===== config.mk =====
export PLATFORM = sky130hd
export DESIGN_NAME = axi_cmd_arbiter
export DESIGN_NICKNAME = d
export VERILOG_FILES = /design/src/rtl/axi_cmd_arbiter.sv
export SDC_FILE = /design/constraint.sdc
export NUM_CORES = 1
export LEC_CHECK = 0
export CAP_MARGIN = 20
export CORE_MARGIN = 1
export CORE_UTILIZATION = 30
export CTS_BUF_LIST = sky130_fd_sc_hd__clkbuf_16
export DETAILED_ROUTE_END_ITERATION = 8
export PLACE_DENSITY_LB_ADDON = 0.2
export SKIP_CTS_REPAIR_TIMING = 1
export SYNTH_ARGS = -nofsm -noshare
export SYNTH_HDL_FRONTEND = slang
export SYNTH_SLANG_ARGS = --single-unit

===== constraint.sdc =====
create_clock -name m_aclk -period 1.5 [get_ports m_aclk]
set_clock_uncertainty 0.15 [all_clocks]
set_input_delay 0.3 -clock m_aclk [delete_from_list [all_inputs] [get_ports m_aclk]]
set_output_delay 0.3 -clock m_aclk [all_outputs]
set_load 0.02 [all_outputs]

===== src/rtl/axi_cmd_arbiter.sv =====
// Two-requester round-robin command arbiter feeding a single AXI master's start interface.
// Optional BUSY watchdog compiled in with `define ARB_TIMEOUT_EN (uses TIMEOUT_CYCLES).
module axi_cmd_arbiter #(
    parameter int unsigned TIMEOUT_CYCLES = 1024
) (
    input  logic        m_aclk,
    input  logic        m_aresetn,
    input  logic        req0_valid,
    output logic        req0_ready,
    input  logic [45:0] req0_cmd,
    input  logic        req1_valid,
    output logic        req1_ready,
    input  logic [45:0] req1_cmd,
    output logic        write_en,
    output logic        read_en,
    output logic [31:0] ax_addr,
    output logic [7:0]  ax_len,
    output logic [2:0]  ax_size,
    output logic [1:0]  ax_burst,
    input  logic        xfer_done,
    output logic        grant_id,
    output logic        busy,
    output logic        timeout_err
);

    typedef enum logic [1:0] {IDLE, ISSUE, BUSY} state_t;

    if (TIMEOUT_CYCLES < 2 || TIMEOUT_CYCLES > 65535) begin : g_bad_timeout
        $error("axi_cmd_arbiter: TIMEOUT_CYCLES must be within 2..65535");
    end

    state_t      state_q, state_d;
    logic        rr_last_q;   // requester granted most recently (valid once rr_seen_q is set)
    logic        rr_seen_q;   // cleared by reset so requester 0 wins the first tie
    logic        rw_q;
    logic        pick1;
    logic        accept;
    logic        release_busy;
    logic        expire;
    logic [45:0] sel_cmd;

    // Tie goes to whoever was not granted last; a lone requester always wins.
    assign pick1        = (req0_valid && req1_valid) ? (rr_seen_q && !rr_last_q) : req1_valid;
    assign accept       = (state_q == IDLE) && (req0_valid || req1_valid);
    assign sel_cmd      = pick1 ? req1_cmd : req0_cmd;
    assign release_busy = (state_q == BUSY) && (xfer_done || expire);

`ifdef ARB_TIMEOUT_EN
    localparam logic [15:0] TIMEOUT_LAST = 16'(TIMEOUT_CYCLES - 1);

    logic [15:0] wd_cnt_q;

    assign expire      = (state_q == BUSY) && !xfer_done && (wd_cnt_q == TIMEOUT_LAST);
    assign timeout_err = expire;

    always_ff @(posedge m_aclk or negedge m_aresetn) begin
        if (!m_aresetn) begin
            wd_cnt_q <= '0;
        end else if (state_q == ISSUE) begin
            wd_cnt_q <= '0;
        end else if (state_q == BUSY) begin
            wd_cnt_q <= wd_cnt_q + 16'd1;
        end
    end
`else
    assign expire      = 1'b0;
    assign timeout_err = 1'b0;
`endif

    // NOTE: sequential state uses non-blocking assignments so every register samples
    // pre-edge values regardless of process ordering.
    always_ff @(posedge m_aclk or negedge m_aresetn) begin
        if (!m_aresetn) begin
            state_q   <= IDLE;
            rr_last_q <= 1'b0;
            rr_seen_q <= 1'b0;
            rw_q      <= 1'b0;
            grant_id  <= 1'b0;
            ax_addr   <= '0;
            ax_len    <= '0;
            ax_size   <= '0;
            ax_burst  <= '0;
        end else begin
            state_q <= state_d;
            if (accept) begin
                grant_id <= pick1;
                rw_q     <= sel_cmd[45];
                ax_addr  <= sel_cmd[44:13];
                ax_len   <= sel_cmd[12:5];
                ax_size  <= sel_cmd[4:2];
                ax_burst <= sel_cmd[1:0];
            end
            if (release_busy) begin
                rr_last_q <= grant_id;
                rr_seen_q <= 1'b1;
            end
        end
    end

    // NOTE: every output of this block is given a default first so no path leaves
    // a signal unassigned, which would otherwise infer a latch.
    always_comb begin
        state_d    = state_q;
        req0_ready = 1'b0;
        req1_ready = 1'b0;
        write_en   = 1'b0;
        read_en    = 1'b0;
        busy       = (state_q != IDLE);
        case (state_q)
            IDLE: begin
                if (accept) begin
                    req0_ready = !pick1;
                    req1_ready = pick1;
                    state_d    = ISSUE;
                end
            end
            ISSUE: begin
                write_en = rw_q;
                read_en  = !rw_q;
                state_d  = BUSY;
            end
            BUSY: begin
                if (release_busy) begin
                    state_d = IDLE;
                end
            end
            default: state_d = IDLE;
        endcase
    end

endmodule


==> results_dict.tcl <==
set metrics [dict create \
    seq_power_share_pct 29.6 \
    synth_top_cell_area_share_pct 54.3 \
    hold_depth 1 \
    setup_tns_ns -9.60 \
    area_growth_pct 80.6 \
    yosysWarningCount 0 \
    antenna_found_initial 0 \
    io_pins 149 \
    finalWirelength_um 7190 \
    grt_usage_pct 17.5 \
    drv_cap 0 \
    row_count 31 \
    hold_violations 0 \
    worstSetupStartpointType "register" \
    synth_area_leader_cell "dfrtp_1" \
    cts_buffers 5 \
    slowest_stage "dfrtp_1" \
    die_w_um 90.5 \
    start_util_pct 31.7 \
    path_max_fanout 4 \
    crit_chain "nor2_4, inv_2, a211oi_4, buf_4" \
    drt_iter0_markers 74 \
    cts-root-buf "clkbuf_16" \
    slowest_delay_ns 0.41 \
    drv_slew 0 \
    grt_pass1_wl_um 11500 \
    gp_congestion 0.707 \
    diodes 0 \
    min_period_ns 1.76 \
    path_clk_slew_ns 0.06 \
    met3_usage_pct 4.63 \
    setup_viol 53 \
    final_area_um2 4240 \
    p_int_mw 4.95 \
    worstSetupPathType "reg2out" \
    synthCells 184 \
    peakVddDrop_v 0.000981 \
    comb_power_share_pct 56.9 \
    syn_nets 281 \
    fin_crit_sh_pct 117 \
    p_per_area_nw_per_um2 1870 \
    ys_types 25 \
    power_switching_mw 3.00 \
    htreeDepth 2 \
    cts_sinks 51 \
    cts_tree "built" \
    die_y_um 90.5 \
    arrival_ns 1.31 \
    first_global_vias 2266 \
    hold_class "reg2reg" \
    layout-drive-gt1-share_pct 10.5 \
    ys_seq_area_share_pct 54.3 \
    dr_total_vias 2203 \
    synth_seq_cells 51 \
    ff2ff_path_depth 4 \
    place_ws_ns -0.694 \
    post-route-util_pct 57.3 \
    grt_max_degree 52 \
    via_per_inst 5.11 \
    rsz0062_at_grt "true" \
    synth.area.top_cells "dfrtp_1, a221o_1, a21boi_0" \
    fin_nets 428 \
    met2_usage_pct 27.1 \
    p_leak_nw 2.25 \
    final_cell_mix "clkdlybuf4s50_1, dfrtp_1, dlymetal6s2s_1, a221o_1, a21boi_0" \
    placed_area_um2 3930 \
    hold-worst-slack_ns 0.364 \
    core_um2 7410 \
    insertion_delay_ns 0.28 \
    dpl.hpwl_um 4610 \
    final_common_cell "clkdlybuf4s50_1" \
    switching_share_pct 37.8 \
    dr.pass1.iters 4 \
    busiest_layer "met2" \
    use_met1_pct 24.1 \
    port_buffers 147 \
    clockBufferDepth 2 \
    synth_area_per_cell_um2 12.8 \
    synth_area_um2 2350 \
    crit_path_end_kind "primary output" \
    crit_required_ns 1.05 \
    ant_nets 0 \
    fmax_ghz 0.568 \
    violations "negative setup slack" \
    drc_errors 0 \
    p_clk_share_pct 13.5 \
    dieArea_um2 8190 \
    wire_per_inst_um 16.7 \
    gr-total-overflow 0 \
    setup_ws_ns -0.262 \
    outcome "finished with violations" \
]
worst paths after layout:
kind / endpoint / slack [ns] / start
min in group asynchronous: ax_addr[10] / 0.39 / m_aresetn
worst min register to register: rr_last_q / 0.36 / rr_last_q
worst max register to register: ax_addr[18] / -0.23 / state_q[0]
worst max-delay path: req1_ready / -0.26 / state_q[0]
max in group asynchronous: ax_addr[1] / 0.55 / m_aresetn
worst min-delay path: rr_last_q / 0.36 / rr_last_q
per-layer routing:
layer | wire length [um] | part of all wire [%] | up-vias
li1 | - | - | 1016
met1 | 3280 | 46 | 1074
met2 | 3320 | 46 | 108
met3 | 524 | 7.3 | 5
met4 | 60 | 0.84 | 0
met5 | 0 | 0 | -
through the flow:
| step | std cells | total power [mW] |
|---|---|---|
| 3_3_place_gp | 420 | 6.85 |
| 6_report | 431 | 7.95 |
| 3_5_place_dp | 420 | 6.91 |
| 4_1_cts | 428 | 8.05 |
| 2_1_floorplan | 184 | 4.91 |
| 5_1_grt | 431 | 8.44 |
registers in the layout (all words and copies together) (netlist names):
name	cells
ax_addr	32
ax_burst	2
ax_len	8
ax_size	3
grant_id	1
rr_last_q	1
rr_seen_q	1
rw_q	1
state_q	2
Yosys cell counts:
library cell   n
conb_1         1
o21ai_0        1
buf_4          2
a21boi_0      42
mux2_2         1
dfrtp_1       51
a211oi_2       1
nand2b_1       3
nor2_1         2
a21oi_1        1
buf_6          5
clkbuf_1       4
clkbuf_2       1
a221o_1       46
buf_2          9
nor2_4         1
o211a_1        1
nand3b_1       1
or2_1          1
a21o_1         1
nand2_1        1
inv_1          3
inv_2          1
a21boi_1       3
nand2b_4       1
power groups by stage:
stage / clock [mW] / sequential [mW] / combinational (mW)
2_1_floorplan: 0 / 3.11 / 1.80
3_3_place_gp: 0 / 2.37 / 4.48
3_5_place_dp: 0 / 2.37 / 4.54
4_1_cts: 1.13 / 2.37 / 4.55
5_1_grt: 1.17 / 2.44 / 4.84
6_report: 1.08 / 2.35 / 4.52
critical path, delay by kind of cell (launching register included):
family | cells | cell delay (ns)
flops | 1 | 0.41
simple gates | 1 | 0.15
compound gates | 1 | 0.21
buf+inv | 2 | 0.26
area by class of cell:
class / instances / area [um^2]
Timing Repair Buffer: 161 / 1740
Tap cell: 99 / 124
Fill cell: 628 / 3170
Multi-Input combinational cell: 108 / 947
Inverter: 4 / 15.0
Clock buffer: 5 / 125
Clock inverter: 3 / 12.5
Sequential cell: 51 / 1280
kinds of logic (layout without fill, tap and decap cells):
| kind of cell | Yosys count | count (layout) | synth area share, % |
|---|---|---|---|
| AOI/OAI and AO/OA | 96 | 96 | 35.7 |
| DFF | 51 | 51 | 54.3 |
| buffers and inverters | 25 | 173 | 6.44 |
| and+or+nand+nor | 10 | 10 | 2.93 |
| other | 1 | 1 | 0.160 |
| muxes | 1 | 1 | 0.479 |
(Power assumes the default switching activity.)
